==> src/rtl/seq_pkg.sv <==
// Shared defaults, width helper and step-mode enum
// for the pattern sequencer slice.
package seq_pkg;

  localparam int NUM_SEQ_DEF     = 8;
  localparam int STEPS_DEF       = 16;
  localparam int WRAP_SEL_DEF    = 1;
  localparam int SYNC_STAGES_DEF = 2;
  localparam int LOCKOUT_CYC_DEF = 16;

  function automatic int width(input int n);
    return (n < 2) ? 1 : $clog2(n);
  endfunction

  typedef enum logic {
    MODE_LOOP    = 1'b0,
    MODE_ONESHOT = 1'b1
  } step_mode_e;

endpackage

==> src/rtl/pattern_sequencer_if.sv <==
// Board-side bundle: raw buttons, slow clock, mode
// controls in; ROM address and status out.
interface pattern_sequencer_if
  import seq_pkg::*;
#(
  parameter int SEQ_W  = width(NUM_SEQ_DEF),
  parameter int STEP_W = width(STEPS_DEF)
);

  logic                    pb_seq_up;
  logic                    pb_seq_dn;
  logic                    slow_clk;
  logic                    run_en;
  logic                    one_shot;
  logic [SEQ_W+STEP_W-1:0] rom_addr;
  logic [SEQ_W-1:0]        seq_num;
  logic [STEP_W-1:0]       step_num;
  logic                    seq_done;
  logic                    busy;

  modport master (
    output pb_seq_up, pb_seq_dn, slow_clk,
    output run_en, one_shot,
    input  rom_addr, seq_num, step_num,
    input  seq_done, busy
  );

  modport slave (
    input  pb_seq_up, pb_seq_dn, slow_clk,
    input  run_en, one_shot,
    output rom_addr, seq_num, step_num,
    output seq_done, busy
  );

endinterface

==> src/rtl/sync_edge_detect.sv <==
// Multi-flop synchroniser followed by a rising-edge
// detector producing a one-cycle pulse.
module sync_edge_detect #(
  parameter int SYNC_STAGES = 2
) (
  input  logic clk_50,
  input  logic reset,
  input  logic async_in,
  output logic rise_p
);

  logic [SYNC_STAGES-1:0] r_sync;
  logic                   r_prev;

  always_ff @(posedge clk_50) begin
    if (reset) begin
      r_sync <= '0;
      r_prev <= 1'b0;
    end else begin
      r_sync <= {r_sync[SYNC_STAGES-2:0], async_in};
      r_prev <= r_sync[SYNC_STAGES-1];
    end
  end

  assign rise_p = r_sync[SYNC_STAGES-1] & ~r_prev;

endmodule

==> src/rtl/pattern_sequencer.sv <==
// Pushbutton sequence selector and step counter that
// drives the pattern ROM address.
module pattern_sequencer
  import seq_pkg::*;
#(
  parameter int NUM_SEQ       = NUM_SEQ_DEF,
  parameter int STEPS_PER_SEQ = STEPS_DEF,
  parameter int SEQ_W         = width(NUM_SEQ),
  parameter int STEP_W        = width(STEPS_PER_SEQ),
  parameter int WRAP_SEL      = WRAP_SEL_DEF,
  parameter int SYNC_STAGES   = SYNC_STAGES_DEF,
  parameter int LOCKOUT_CYC   = LOCKOUT_CYC_DEF
) (
  input logic           clk_50,
  input logic           reset,
  pattern_sequencer_if.slave bus
);

  localparam int LOCK_W = width(LOCKOUT_CYC);
  localparam logic [SEQ_W-1:0]  SEQ_MAX =
    SEQ_W'(NUM_SEQ - 1);
  localparam logic [STEP_W-1:0] STEP_MAX =
    STEP_W'(STEPS_PER_SEQ - 1);
  localparam logic [LOCK_W-1:0] LOCK_LOAD =
    LOCK_W'(LOCKOUT_CYC - 1);

  logic w_up_p;
  logic w_dn_p;
  logic w_tick_p;

  sync_edge_detect #(.SYNC_STAGES(SYNC_STAGES)) u_up (
    .clk_50   (clk_50),
    .reset    (reset),
    .async_in (bus.pb_seq_up),
    .rise_p   (w_up_p)
  );

  sync_edge_detect #(.SYNC_STAGES(SYNC_STAGES)) u_dn (
    .clk_50   (clk_50),
    .reset    (reset),
    .async_in (bus.pb_seq_dn),
    .rise_p   (w_dn_p)
  );

  sync_edge_detect #(.SYNC_STAGES(SYNC_STAGES)) u_tick (
    .clk_50   (clk_50),
    .reset    (reset),
    .async_in (bus.slow_clk),
    .rise_p   (w_tick_p)
  );

  logic [SEQ_W-1:0]  r_seq,  w_seq_nxt;
  logic [STEP_W-1:0] r_step, w_step_nxt;
  logic [LOCK_W-1:0] r_lock, w_lock_nxt;
  logic              r_done, w_done_nxt;
  logic              r_busy, w_busy_nxt;
  logic              r_fin,  w_fin_nxt;
  logic              r_skip, w_skip_nxt;

  step_mode_e        w_mode;
  logic              w_accept;
  logic              w_tick_ok;
  logic [STEP_W-1:0] w_step_inc;

  assign w_mode     = step_mode_e'(bus.one_shot);
  assign w_accept   = (w_up_p ^ w_dn_p)
                    && (r_lock == '0);
  assign w_tick_ok  = w_tick_p && bus.run_en && !r_fin;
  assign w_step_inc = r_step + STEP_W'(1);

  always_comb begin
    w_seq_nxt  = r_seq;
    w_step_nxt = r_step;
    w_done_nxt = 1'b0;
    w_fin_nxt  = r_fin;
    w_skip_nxt = r_skip;
    w_lock_nxt = r_lock;
    if (r_lock != '0)
      w_lock_nxt = r_lock - LOCK_W'(1);

    // Leaving one-shot while parked at the last step:
    // the following wrap must not pulse seq_done again.
    if (r_fin && w_mode == MODE_LOOP) begin
      w_fin_nxt  = 1'b0;
      w_skip_nxt = 1'b1;
    end

    if (w_accept) begin
      w_lock_nxt = LOCK_LOAD;
      w_step_nxt = '0;
      w_fin_nxt  = 1'b0;
      w_skip_nxt = 1'b0;
      if (w_up_p) begin
        if (r_seq == SEQ_MAX)
          w_seq_nxt = (WRAP_SEL != 0) ? '0 : r_seq;
        else
          w_seq_nxt = r_seq + SEQ_W'(1);
      end else begin
        if (r_seq == '0)
          w_seq_nxt = (WRAP_SEL != 0) ? SEQ_MAX : r_seq;
        else
          w_seq_nxt = r_seq - SEQ_W'(1);
      end
    end else if (w_tick_ok) begin
      if (r_step != STEP_MAX) begin
        w_step_nxt = w_step_inc;
        if (w_mode == MODE_ONESHOT
            && w_step_inc == STEP_MAX) begin
          w_fin_nxt  = 1'b1;
          w_done_nxt = 1'b1;
        end
      end else if (w_mode == MODE_LOOP) begin
        w_step_nxt = '0;
        w_done_nxt = ~r_skip;
        w_skip_nxt = 1'b0;
      end else begin
        w_fin_nxt  = 1'b1;
        w_done_nxt = ~r_skip;
        w_skip_nxt = 1'b0;
      end
    end

    w_busy_nxt = bus.run_en & ~w_fin_nxt;
  end

  always_ff @(posedge clk_50) begin
    if (reset) begin
      r_seq  <= '0;
      r_step <= '0;
      r_lock <= '0;
      r_done <= 1'b0;
      r_busy <= 1'b0;
      r_fin  <= 1'b0;
      r_skip <= 1'b0;
    end else begin
      r_seq  <= w_seq_nxt;
      r_step <= w_step_nxt;
      r_lock <= w_lock_nxt;
      r_done <= w_done_nxt;
      r_busy <= w_busy_nxt;
      r_fin  <= w_fin_nxt;
      r_skip <= w_skip_nxt;
    end
  end

  assign bus.seq_num  = r_seq;
  assign bus.step_num = r_step;
  assign bus.rom_addr = {r_seq, r_step};
  assign bus.seq_done = r_done;
  assign bus.busy     = r_busy;

endmodule
==> src/flat_wrapper.sv <==
// flat-port wrapper written by rule: the top's interface ports become plain ports
module pattern_sequencer_flat import seq_pkg::*;
#(
  parameter int NUM_SEQ       = NUM_SEQ_DEF,
  parameter int STEPS_PER_SEQ = STEPS_DEF,
  parameter int SEQ_W         = width(NUM_SEQ),
  parameter int STEP_W        = width(STEPS_PER_SEQ),
  parameter int WRAP_SEL      = WRAP_SEL_DEF,
  parameter int SYNC_STAGES   = SYNC_STAGES_DEF,
  parameter int LOCKOUT_CYC   = LOCKOUT_CYC_DEF
)
  (clk_50, reset, bus_pb_seq_up, bus_pb_seq_dn, bus_slow_clk, bus_run_en, bus_one_shot, bus_rom_addr, bus_seq_num, bus_step_num, bus_seq_done, bus_busy);
  pattern_sequencer_if #(.SEQ_W(SEQ_W), .STEP_W(STEP_W)) bus_i ();
  input logic clk_50;
  input logic reset;
  input wire logic [$bits(bus_i.pb_seq_up)-1:0] bus_pb_seq_up;
  input wire logic [$bits(bus_i.pb_seq_dn)-1:0] bus_pb_seq_dn;
  input wire logic [$bits(bus_i.slow_clk)-1:0] bus_slow_clk;
  input wire logic [$bits(bus_i.run_en)-1:0] bus_run_en;
  input wire logic [$bits(bus_i.one_shot)-1:0] bus_one_shot;
  output wire logic [$bits(bus_i.rom_addr)-1:0] bus_rom_addr;
  output wire logic [$bits(bus_i.seq_num)-1:0] bus_seq_num;
  output wire logic [$bits(bus_i.step_num)-1:0] bus_step_num;
  output wire logic [$bits(bus_i.seq_done)-1:0] bus_seq_done;
  output wire logic [$bits(bus_i.busy)-1:0] bus_busy;
  assign bus_i.pb_seq_up = bus_pb_seq_up;
  assign bus_i.pb_seq_dn = bus_pb_seq_dn;
  assign bus_i.slow_clk = bus_slow_clk;
  assign bus_i.run_en = bus_run_en;
  assign bus_i.one_shot = bus_one_shot;
  assign bus_rom_addr = bus_i.rom_addr;
  assign bus_seq_num = bus_i.seq_num;
  assign bus_step_num = bus_i.step_num;
  assign bus_seq_done = bus_i.seq_done;
  assign bus_busy = bus_i.busy;
  pattern_sequencer #(.NUM_SEQ(NUM_SEQ), .STEPS_PER_SEQ(STEPS_PER_SEQ), .SEQ_W(SEQ_W), .STEP_W(STEP_W), .WRAP_SEL(WRAP_SEL), .SYNC_STAGES(SYNC_STAGES), .LOCKOUT_CYC(LOCKOUT_CYC)) u_core (.clk_50(clk_50), .reset(reset), .bus(bus_i));
endmodule
==> config.mk <==
export PLATFORM = sky130hd
export DESIGN_NAME = pattern_sequencer_flat
export DESIGN_NICKNAME = d
export VERILOG_FILES = /design/src/rtl/seq_pkg.sv /design/src/rtl/pattern_sequencer_if.sv /design/src/rtl/sync_edge_detect.sv /design/src/rtl/pattern_sequencer.sv /design/src/flat_wrapper.sv
export SDC_FILE = /design/constraint.sdc
export NUM_CORES = 1
export LEC_CHECK = 0
export ABC_CLOCK_PERIOD_IN_PS = 2000
export BUFFER_PORTS_ARGS = -buffer_cell sky130_fd_sc_hd__buf_2
export CAP_MARGIN = 25
export CORE_MARGIN = 10
export CORE_UTILIZATION = 25
export CTS_CLUSTER_DIAMETER = 60
export DETAILED_ROUTE_END_ITERATION = 10
export REMOVE_ABC_BUFFERS = 1
export SLEW_MARGIN = 30
export SYNTH_ARGS = -nofsm -noshare
export SYNTH_HDL_FRONTEND = slang
export SYNTH_HIERARCHICAL = 1
export SYNTH_SLANG_ARGS = --single-unit
==> constraint.sdc <==
create_clock -name clk_50 -period 2 [get_ports clk_50]
set_input_delay 0 -clock clk_50 [delete_from_list [all_inputs] [get_ports clk_50]]
set_output_delay 0 -clock clk_50 [all_outputs]
set_load 0.005 [all_outputs]
# --- Word level (Yosys, flattened, before mapping) ---
# Index checks and enable logic that the tools add are counted.
totals:
  elab_cells: 64
  latch_bits: 0
  ff_bits: 24
  input_bits: 7
  mem_count: 0
  romBits: 0
  mem_bits_rw: 0
op_classes:
  n_reduce_logical: 13
  magnitude_cmp: 0
  n_div: 0
  add_sub_neg: 4
  shift: 0
  multipliers: 0
  bitwise: 12
  muxes: 18
  n_eq_ne: 4
ops:
  columns: ["operator", "count"]
  rows:
  - ["$mux W4", 4]
  - ["$mux W1", 11]
  - ["$mux W3", 3]
  - ["$not A1 Y1", 7]
  - ["$logic_and A1 B1 Y1", 5]
  - ["$add A4 B1 Y4 const B", 1]
  - ["$and A1 B1 Y1", 4]
  - ["$eq A4 B4 Y1 const B", 1]
  - ["$logic_not A4 Y1", 1]
  - ["$ne A4 B4 Y1 const B", 1]
  - ["$reduce_bool A4 Y1", 1]
  - ["$sub A4 B1 Y4 const B", 1]
  - ["$add A3 B1 Y3 const B", 1]
  - ["$eq A3 B3 Y1 const B", 1]
  - ["$logic_not A3 Y1", 1]
  - ["$reduce_or A3 Y1", 1]
  - ["$sub A3 B1 Y3 const B", 1]
  - ["$ne A2 B1 Y1 const B", 1]
  - ["$reduce_and A2 Y1", 1]
  - ["$reduce_bool A2 Y1", 1]
  - ["$reduce_or A2 Y1", 1]
  - ["$logic_not A1 Y1", 1]
  - ["$xor A1 B1 Y1", 1]

# --- Depth between registers and ports, before layout ---
# Gate-level depths: netlist of run 1.
depth:
  depth_word: 9
  depth_mapped: 7

# --- Modules after synthesis ---
# The synthesis of run 1 kept the hierarchy.
modules_own_cells:
  columns: ["module", "seq_area_each_um2", "n_inst", "cells_per_inst", "area_per_inst_um2"]
  rows:
  - ["pattern_sequencer", 300.3, 1, 110, 965.9]
  - ["sync_edge_detect", 60.1, 3, 7, 87.6]

# --- Worst setup path before layout of run 1 ---
# OpenSTA, ideal clock, no wires.
synth_path:
  path_kind: "register -> register"
  startpoint: "reg u_core.r_lock[0]"
  endpoint: "reg u_core.r_busy, in the netlist u_core/bus.busy"
  path_stages_with_launch: 8
  setup_time_ns: 0.074
  period_less_slack_ns: 1.514
  arrival_time_ns: 1.440
  setup_slack_ns: 0.486
  n_path_buf: 1
  path_cell_list: "dfxtp_1 inv_1 ha_1 nor3b_4 nand2b_4 buf_6 a311o_1 a31oi_1"
synth_via:
  elab_chain_len: 5
synth_rtl:
  columns: ["element", "line_no", "text"]
  rows:
  - ["start, declared", "pattern_sequencer.sv:54", "logic [LOCK_W-1:0] r_lock, w_lock_nxt;"]
  - ["start signal, assigned", "pattern_sequencer.sv:138", "r_lock <= w_lock_nxt;"]
  - ["$logic_not A4 Y1", "pattern_sequencer.sv:67", "&& (r_lock == '0);"]
  - ["$logic_and A1 B1 Y1", "pattern_sequencer.sv:67", null]
  - ["$mux W1", "pattern_sequencer.sv:88", "if (w_accept) begin"]
  - ["$not A1 Y1", "pattern_sequencer.sv:123", "w_busy_nxt = bus.run_en & ~w_fin_nxt;"]
  - ["$and A1 B1 Y1", "pattern_sequencer.sv:123", null]
  - ["end signal, assigned", "pattern_sequencer.sv:140", "r_busy <= w_busy_nxt;"]
  - ["end, declared", "pattern_sequencer.sv:56", "logic r_busy, w_busy_nxt;"]
# Every way passes these cells.
# A chain may end at the register's enable or synchronous reset.

# --- Worst setup path in the final report of run 1 ---
# Ends and elaborated chain as after synthesis.

==> metrics.md, run 1 <==
| Metric | Value |
|---|---|
| Warnings from Yosys | `6` |
| Reg-to-Reg End | `u_core/bus.busy` |
| Reg2reg start | `u_core/r_lock[0]` |
| Final setup fails | `0` |
| DIE AREA | `8120 sq um` |
| First-pass GRT wire length | `3980 um` |
| Detailed Route WL | `2320 um` |
| Initial antenna violation count | `0` |
| Post-synth cell types | `41` |
| Avg Cell Area, Syn | `9.38 sq um` |
| Most frequent cell after synthesis | `dfxtp_1` |
| Final min period | `1.58 ns` |
| Async SR Flop Fraction | `0%` |
| Largest net degree at the start of global routing | `19` |
| Final period utilization | `78.8%` |
| Initial Util | `25.8%` |
| Buffers on Ports | `22` |
| Crit. End Element | `flop` |
| Post-CTS Setup Repair Bufs | `0` |
| Leak | `0.000597 uW` |
| Nets | `162` |
| Total power | `1350 uW` |
| Drt drc | `0` |
| Worst Path Max Fanout | `10` |
| Die width | `90.1 um` |
| Initial drt markers | `96` |
| Core Footprint | `4750 sq um` |
| Hold depth | `3` |
| Post-synth EDFFs | `0` |
| Clk_lat worst skew | `0.26 ns` |
| Routed via count | `900` |
| Worst vdd ir | `313 uV` |
| Total GRT Usage | `5.71%` |
| Syn Std Cell Area | `1230 sq um` |
| Clock sinks | `24` |
| Crit-path slowest cell | `a311o_1` |
| Commonest cells post-synth | `dfxtp_1, inv_1, nor2b_1` |
| Layout area overhead | `16.5%` |
| Tightest Pin Transition | `0.375 ns` |
| Longest Clk Path Bufs | `2` |
| CTS clk-pin slew, worst paths | `0.09 ns` |
| Chip height | `90.1 um` |
| Prevailing post-synth register cell | `dfxtp_1` |
| Grt total ovfl | `0` |
| MaxCap Viol Count | `0` |
| IO Count | `23` |
| Required time of the critical path | `2.20 ns` |
| Vias in the first global route | `848` |
| Hold_sp | `bus_one_shot` |
| Antenna Cells | `0` |
| Routed len/inst | `10.8 um` |
| Fin. Hold Viols | `0` |
| GPL Wtd Cong | `0.783` |
| CP bufs+invs | `1` |
| Post-synth top area share | `39.1%` |
| Slack of the worst reg-to-reg path | `0.42 ns` |
| Worst Skew | `0.00359 ns` |
| HP Class | `input pin to flop` |
| Pwr per Cell Area | `946 nW/um^2` |
| Vias/cell | `4.21` |
| Seq cells post-synth | `24` |
| Crit path arrival time | `1.77 ns` |
| Unrepaired setup endpoints after global routing | `false` |
| Post-synthesis sequential area ratio | `39.1%` |
| Worst Hold Path EP | `u_core/r_fin` |
| Critical path's top delay family | `compound AO/OA/AOI/OAI gates` |
| CTS buffer count | `3` |
| Syn Inst Count | `131` |
| Rows | `25` |
| Setup tns final | `0 ns` |
| Initial DRT Pass Iterations | `4` |
| Cell Chain, Critical Path | `inv_1 -> ha_1 -> nor3b_4 -> nand2b_4 -> a311o_1 -> a31oi_1` |
| CTS Root Cell | `clkbuf_8` |
| Post-CTS sizing | `0` |
| CP Class | `flop to flop` |
| Largest area contributor in the netlist | `dfxtp_1` |
| CP startpoint kind | `flop` |
| Fraction of layout cells with a size suffix above 1 | `24.5%` |
| H-tree depth | `1` |
| Post-DP HPWL | `1730 um` |
| Fillers | `527` |
| Status | `finished clean` |
| Area contributors post-synth | `dfxtp_1, ha_1, nor2b_1, a211oi_1, buf_4` |
| Peak Freq | `634 MHz` |
| Max Slew Vio Count | `0` |
| Max stage delay on crit path | `0.36 ns` |
| Post-route ant nets | `0` |
| R2R cell count | `6` |
| CTS tree | `done` |
| Slew headroom | `74.7%` |
worst register-to-register path, delay by kind of cell (launching register included):
family / cells / cell delay, ns
fa+ha+maj: 1 / 0.19
flops: 1 / 0.32
simple gates: 2 / 0.43
compound gates: 2 / 0.49
buf+inv: 1 / 0.09
flip-flops by register name (all words and copies together) (netlist names), 2 cells and up:
register / count
u_core/bus.seq_num: 3
u_core/bus.step_num: 4
u_core/r_lock: 4
u_core/u_dn/r_sync: 2
u_core/u_tick/r_sync: 2
u_core/u_up/r_sync: 2
through the flow:
step	hold WS [ns]	area (sq um)	worst slack [ns]	instances	utilization (%)
final	0.0858	1430	0.423	214	30.1
after global routing	0.102	1430	0.278	214	30.1
after CTS	0.0773	1430	0.399	214	30.1
after detailed placement	0.216	1330	0.427	207	28.0
after global placement	0.215	1330	0.433	207	28.0
after floorplan	0.0691	1140	0.549	118	-
cell usage in the layout (no fill, tap or decap), types with 2 or more instances in the layout:
master         synthesis  routed
nand2_1                6       6
nor4_1                 2       2
clkbuf_8               0       3
o21ai_0                4       4
and3_1                 2       2
xnor2_1                3       3
nor2b_1               10      10
nor2b_2                3       3
a211oi_1               8       8
dfxtp_1               24      24
ha_1                   7       7
dlygate4sd3_1          0       3
buf_2                  2      22
a311oi_1               2       2
inv_1                 10      10
nand3_1                2       2
nor3_1                 2       2
a21oi_1                6       6
nor2_1                 7       7
worst max path at each step:
stage                           from  slack [ns]  cells past startpoint         endpoint
finish              u_core/r_lock[0]        0.42                      6  u_core/bus.busy
global route        u_core/r_lock[0]        0.28                      6  u_core/bus.busy
CTS                 u_core/r_lock[0]        0.40                      6  u_core/bus.busy
detailed placement  u_core/r_lock[0]        0.43                      6  u_core/bus.busy
global placement    u_core/r_lock[0]        0.43                      6  u_core/bus.busy
floorplan           u_core/r_lock[0]        0.55                      6  u_core/bus.busy
per-layer routing:
layer,global-route usage [%],wire [um]
met5,0,0
met4,1.19,15
met3,2.83,143
met2,8.54,986
met1,7.19,1170
area by class of cell:
type                            instances  area, sq um  share of cell area (%)
Tap cell                               67         83.8                    5.86
Clock buffer                            3         41.3                    2.88
Inverter                               10         37.5                    2.62
Timing Repair Buffer                   25          140                    9.79
Sequential cell                        24          480                    33.6
Multi-Input combinational cell         84          618                    43.2
Clock inverter                          1         30.0                    2.10
timing repair:
item / CTS / global route
hold buffers: 3 / 0
endpoints found under the hold margin: 3 / 0
endpoints found under the setup margin: 0 / 0
report_power, final:
group	internal, uW	switching, uW	leakage, uW
registers	535	50.5	0.000197
logic	174	173	0.000365
clock network	267	154	0.0000357
kinds of logic (layout without fill, tap and decap cells):
group	after synthesis	after routing	share of synthesized area (%)
fa+ha+maj	7	7	7.13
mux	1	1	0.815
buf+inv	23	39	10.6
flops	24	24	39.1
xor+xnor	4	4	3.46
simple gates	43	43	22.2
compound gates	29	29	16.7
Power figures use the tool's default switching activity.
==> run 2: changes to the inputs <==
ABC_CLOCK_PERIOD_IN_PS = 1360   (was 2000)
clock period = 1.36 ns   (was 2 ns; I/O delays follow)
==> metrics.md, run 2 (synthesis gave the netlist of run 1 again) <==
| Metric | Value |
|---|---|
| Area of the multi-input gates | `717 sq um (+16%)` |
| Status | `complete, but fails checks` |
| Initial Util | `25.8% (unchanged)` |
| Final period utilization | `104% (+25 points)` |
| Reg2reg start | `u_core/r_lock[0]` |
| MaxCap Viol Count | `0 (unchanged)` |
| Worst Hold Path EP | `u_core/bus.busy` |
| Commonest non-fill, non-tap cell in the layout | `buf_4` |
| Crit path arrival time | `1.61 ns (-0.16 ns)` |
| GPL Wtd Cong | `0.756 (-3.4%)` |
| Max Slew Vio Count | `0 (unchanged)` |
| Rows | `25 (unchanged)` |
| Core Footprint | `4750 sq um (unchanged)` |
| Routed via count | `1,017 (+13%)` |
| Hold depth | `3 (unchanged)` |
| Buffers on Ports | `22 (unchanged)` |
| Layout area overhead | `39.9%` |
| Busiest metal layer after global routing | `met2` |
| Pwr per Cell Area | `1280 nW/um^2 (+35%)` |
| Grt total ovfl | `0 (unchanged)` |
| Fillers | `505 (-4.2%)` |
| Required time of the critical path | `1.56 ns (-0.64 ns)` |
| Peak Freq | `707 MHz (+11%)` |
| Longest Clk Path Bufs | `2 (unchanged)` |
| Max stage delay on crit path | `0.33 ns (-0.03 ns)` |
| Failing checks | `setup timing` |
| H-tree depth | `1 (unchanged)` |
| Worst Path Max Fanout | `6 (-4)` |
| Fraction of layout cells with a size suffix above 1 | `49.4% (+25 points)` |
| CTS clk-pin slew, worst paths | `0.09 ns (about the same)` |
| Final setup fails | `3 (+3)` |
| Largest net degree at the start of global routing | `17 (-2)` |
| CP startpoint kind | `flop` |
| Drt drc | `0 (unchanged)` |
| Final worst slack | `-0.0548 ns (-0.478 ns)` |
| Slack of the worst reg-to-reg path | `-0.05 ns (-0.48 ns)` |
| Antenna Cells | `0 (unchanged)` |
| Slew headroom | `79.2% (+4.4 points)` |
| CP Class | `flop to flop` |
| R2R cell count | `6 (unchanged)` |
| Crit. End Element | `flop` |
| Initial DRT Pass Iterations | `4 (unchanged)` |
| CTS Root Cell | `clkbuf_8` |
| CTS tree | `done` |
| Initial antenna violation count | `0 (unchanged)` |
| Met1 Usage GRT | `7.60% (+0.41 points)` |
| Die width | `90.1 um (unchanged)` |
| Unrepaired setup endpoints after global routing | `true` |
| Chip height | `90.1 um (unchanged)` |
| Met2 Use GR | `9.81% (+1.3 points)` |
| Leak | `0.000743 uW (+24%)` |
| IO Count | `23 (unchanged)` |
| First-pass GRT wire length | `4330 um (+8.8%)` |
| Worst vdd ir | `566 uV (+81%)` |
| Vias/cell | `4.26 (+1.2%)` |
| Crit-path slowest cell | `dfxtp_2` |
| Routed len/inst | `11.4 um (+5.1%)` |
| DIE AREA | `8120 sq um (unchanged)` |
| Post-DP HPWL | `1830 um (+6.1%)` |
| Reg-to-Reg End | `u_core/bus.busy` |
| FF+latch area | `495 sq um (+3.1%)` |
| Cell Chain, Critical Path | `inv_2 -> ha_4 -> nor3b_4 -> nand2b_4 -> a311o_1 -> a31oi_1` |
| Tightest Pin Transition | `0.312 ns (-0.0636 ns)` |
| Hold_sp | `reset` |
| Clk_lat worst skew | `0.26 ns (about the same)` |
| GR Util met3 | `2.83% (unchanged)` |
| Final min period | `1.41 ns (-0.162 ns)` |
| Vias in the first global route | `966 (+14%)` |
| Total GRT Usage | `6.25% (+0.54 points)` |
| Commonest non-fill, non-tap cells in the layout | `buf_4, buf_2, dfxtp_1` |
| Final hold slack | `0.0800 ns (-0.00584 ns)` |
| Nets | `187 (+15%)` |
| CTS buffer count | `3 (unchanged)` |
| Clock sinks | `24 (unchanged)` |
| HP Class | `input pin to flop` |
| Setup tns final | `-0.0806 ns (-0.0806 ns)` |
| Worst Skew | `0.00791 ns (+0.00432 ns)` |
| Detailed Route WL | `2720 um (+17%)` |
| Post-route ant nets | `0 (unchanged)` |
| Fin. Hold Viols | `0 (unchanged)` |
| Initial drt markers | `84 (-13%)` |
run 2: changes by cell type in the layout (fill, tap and decap cells not counted), sizes merged:
| cell | previous run | this run |
|---|---|---|
| clkbuf | 3 | 4 |
| bufinv | 1 | 0 |
| buf | 22 | 47 |
run 2: worst max-delay path by stage:
stage,from,end,cells after the start
2_1_floorplan,u_core/r_lock[0],u_core/bus.busy,6
3_3_place_gp,u_core/bus.step_num[0],u_core/bus.step_num[1],5
3_5_place_dp,u_core/r_lock[0],u_core/bus.busy,6
4_1_cts,u_core/r_lock[0],u_core/bus.busy,6
5_1_grt,u_core/r_lock[0],u_core/bus.busy,6
6_report,u_core/r_lock[0],u_core/bus.busy,6
run 2: per-layer routing:
layer,vias up,wire length [um]
met3,2,156
met1,470,1270
met5,-,0
met2,20,1280
li1,525,-
met4,0,19
run 2: cell type report:
class / count / share of cell area (%)
Timing Repair Buffer: 50 / 19.1
Tap cell: 67 / 4.88
Inverter: 10 / 2.33
Multi-Input combinational cell: 84 / 41.7
Clock buffer: 4 / 3.20
Sequential cell: 24 / 28.8
run 2: what timing repair did:
| item | in CTS | in global routing |
|---|---|---|
| setup buffers | 3 | 4 |
| setup endpoints to repair | 9 | 12 |
| hold buffers | 3 | 0 |
| pin swaps | 5 | 5 |
| resized for setup | 20 | 15 |
| hold endpoints to repair | 3 | 0 |
run 2: report_power, final:
group / leakage [uW] / internal, uW / switching, uW
logic: 0.000514 / 477 / 371
clock network: 0.0000288 / 258 / 224
registers: 0.000200 / 794 / 73.8
run 2: through the flow:
step / utilization (%) / cells / total power, uW / area [sq um] / worst slack (ns)
after detailed placement: 30.8 / 225 / 1500 / 1470 / -0.115
after global routing: 36.2 / 239 / 2350 / 1720 / -0.140
after CTS: 34.4 / 235 / 2080 / 1630 / -0.0583
after global placement: 30.8 / 225 / 1490 / 1470 / -0.0522
after floorplan: - / 118 / 1260 / 1140 / -0.0909
final: 36.2 / 239 / 2200 / 1720 / -0.0548
run 2: worst max-delay path, delay by kind of cell, from the launching register on:
| family | cells | cell delay [ns] |
|---|---|---|
| DFF | 1 | 0.33 |
| adders and majority gates | 1 | 0.12 |
| and+or+nand+nor | 2 | 0.35 |
| AOI/OAI and AO/OA | 2 | 0.48 |
| buffers and inverters | 1 | 0.06 |
==> run 3: changes to the inputs <==
ABC_CLOCK_PERIOD_IN_PS = 1300   (was 1360)
clock period = 1.3 ns   (was 1.36 ns; I/O delays follow)
==> metrics.md, run 3 (synthesis gave the netlist of run 1 again) <==
| Metric | Value |
|---|---|
| Setup tns final | `-0.607 ns (-0.527 ns)` |
| Tightest Pin Transition | `0.347 ns (+0.0353 ns)` |
| Layout area overhead | `57.3%` |
| Final core occ | `40.7% (+4.5 points)` |
| Commonest non-fill, non-tap cell in the layout | `buf_4` |
| Clk_lat worst skew | `0.26 ns (about the same)` |
| Clock sinks | `24 (unchanged)` |
| GPL Wtd Cong | `0.742 (-1.9%)` |
| Initial Util | `25.8% (unchanged)` |
| Fraction of layout cells with a size suffix above 1 | `60.4% (+11 points)` |
| CTS clk-pin slew, worst paths | `0.09 ns (about the same)` |
| Sequential power share | `32.8% (-6.7 points)` |
| Pwr per Cell Area | `1420 nW/um^2 (+11%)` |
| DIE AREA | `8120 sq um (unchanged)` |
| Core Footprint | `4750 sq um (unchanged)` |
| Crit path arrival time | `1.58 ns (-0.03 ns)` |
| Unrepaired setup endpoints after global routing | `true` |
| Clock network fraction of design power | `23.6% (+1.7 points)` |
| Pint | `1930 uW (+26%)` |
| Max stage delay on crit path | `0.49 ns (+0.16 ns)` |
| Worst Path Max Fanout | `5 (-1)` |
| Post-route ant nets | `0 (unchanged)` |
| Critical path's top delay family | `simple AND/OR/NAND/NOR gates` |
| Comb pwr share | `43.7% (+5.1 points)` |
| Status | `complete, but fails checks` |
| Final period utilization | `107% (+2.5 points)` |
| Grt total ovfl | `0 (unchanged)` |
| Fillers | `490 (-3.0%)` |
| Post-DP HPWL | `1890 um (+3.2%)` |
| Detailed Route WL | `2940 um (+7.9%)` |
| Finished Layout Cells | `249 (+4.2%)` |
| H-tree depth | `1 (unchanged)` |
| Final setup fails | `14 (+11)` |
| Buffers on Ports | `22 (unchanged)` |
| Worst vdd ir | `782 uV (+38%)` |
| Fin. Hold Viols | `0 (unchanged)` |
| Placed Cells | `230 (+2.2%)` |
| Final min period | `1.38 ns (-0.0300 ns)` |
| Required time of the critical path | `1.50 ns (-0.06 ns)` |
| Slew headroom | `76.8% (-2.4 points)` |
| Sw Share | `30.0% (-0.44 points)` |
| Max Slew Vio Count | `0 (unchanged)` |
| Worst Skew | `0.00592 ns (-0.00199 ns)` |
| Cell Area, Placed | `1500 sq um (+2.6%)` |
| Longest Clk Path Bufs | `2 (unchanged)` |
| Final worst slack | `-0.0848 ns (-0.0300 ns)` |
| Rows | `25 (unchanged)` |
| Antenna Cells | `0 (unchanged)` |
| CP startpoint kind | `flop` |
| Final Instance Area | `1930 sq um (+12%)` |
| First-pass GRT wire length | `4710 um (+8.7%)` |
| Die width | `90.1 um (unchanged)` |
| Peak Freq | `722 MHz (+2.2%)` |
| CTS Root Cell | `clkbuf_8` |
| CP Class | `flop to flop` |
| MaxCap Viol Count | `0 (unchanged)` |
| CTS tree | `done` |
| Chip height | `90.1 um (unchanged)` |
| Crit-path slowest cell | `or4_4` |
| Total GRT Usage | `6.71% (+0.46 points)` |
| Vias/cell | `4.22 (-0.71%)` |
| CTS buffer count | `3 (unchanged)` |
| IO Count | `23 (unchanged)` |
| HP Class | `input pin to flop` |
| Initial drt markers | `43 (-49%)` |
| Routed via count | `1,052 (+3.4%)` |
| Vias in the first global route | `1,030 (+6.6%)` |
| Drt drc | `0 (unchanged)` |
| Cell Chain, Critical Path | `inv_4 -> ha_4 -> nand2_4 -> or4_4 -> a211oi_2` |
| Largest net degree at the start of global routing | `17 (unchanged)` |
| NetSw | `826 uW (+24%)` |
| Nets | `197 (+5.3%)` |
| CP bufs+invs | `1 (unchanged)` |
| Routed len/inst | `11.8 um (+3.6%)` |
| Initial DRT Pass Iterations | `4 (unchanged)` |
| Failing checks | `setup timing` |
| Leak | `0.000826 uW (+11%)` |
| Crit. End Element | `flop` |
| Initial antenna violation count | `0 (unchanged)` |
| Commonest non-fill, non-tap cells in the layout | `buf_4, buf_2, dfxtp_1` |
[run 3: layout make-up]
type	instances	area [sq um]	area share [%]
Timing Repair Buffer	59	407	21.0
Multi-Input combinational cell	85	836	43.2
Sequential cell	24	495	25.6
Inverter	10	40.0	2.07
Tap cell	67	83.8	4.34
Clock buffer	3	41.3	2.14
Clock inverter	1	30.0	1.55
[run 3: worst paths after layout]
| check | endpoint | cells past startpoint | startpoint | slack (ns) |
|---|---|---|---|---|
| worst min register to register | u_core/u_dn/r_sync[1] | 1 | u_core/u_dn/r_sync[0] | 0.44 |
| worst max register to register | u_core/bus.seq_done | 5 | u_core/bus.step_num[0] | -0.08 |
| worst min-delay path | u_core/bus.busy | 3 | reset | 0.06 |
| worst max-delay path | u_core/bus.seq_done | 5 | u_core/bus.step_num[0] | -0.08 |
[run 3: layer usage]
layer / vias up / track usage (%) / wire (um)
met5: - / 0 / 0
met4: 0 / 1.33 / 19
met3: 2 / 2.49 / 131
met2: 18 / 11.3 / 1410
met1: 482 / 7.99 / 1370
li1: 550 / - / -
[run 3: stage by stage]
| stage | hold slack [ns] | total power [uW] | worst slack (ns) |
|---|---|---|---|
| global route | 0.0706 | 2930 | -0.174 |
| global placement | 0.207 | 1610 | -0.137 |
| detailed placement | 0.214 | 1610 | -0.171 |
| floorplan | 0.0691 | 1310 | -0.151 |
| CTS | 0.0622 | 2530 | -0.0687 |
| finish | 0.0590 | 2750 | -0.0848 |
[run 3: power by group through the flow]
stage | Sequential, uW | Clock [uW] | Combinational [uW]
after CTS | 900 | 669 | 959
after detailed placement | 903 | 0 | 712
after global routing | 914 | 698 | 1310
after global placement | 901 | 0 | 704
final | 902 | 650 | 1200
after floorplan | 912 | 0 | 402
[run 3: repair_timing]
action,4_1_cts,5_1_grt
pin swaps,13,14
hold buffers,3,0
gates cloned,1,0
setup buffers,6,5
endpoints found under the hold margin,3,0
resized for setup,33,29
endpoints found under the setup margin,15,14
[run 3: worst reg2reg max path, delay by kind of cell (launching register included)]
family / cells / cell delay (ns)
buffers and inverters: 1 / 0.06
AOI/OAI and AO/OA: 1 / 0.17
and+or+nand+nor: 2 / 0.56
DFF: 1 / 0.38
adders and majority gates: 1 / 0.15
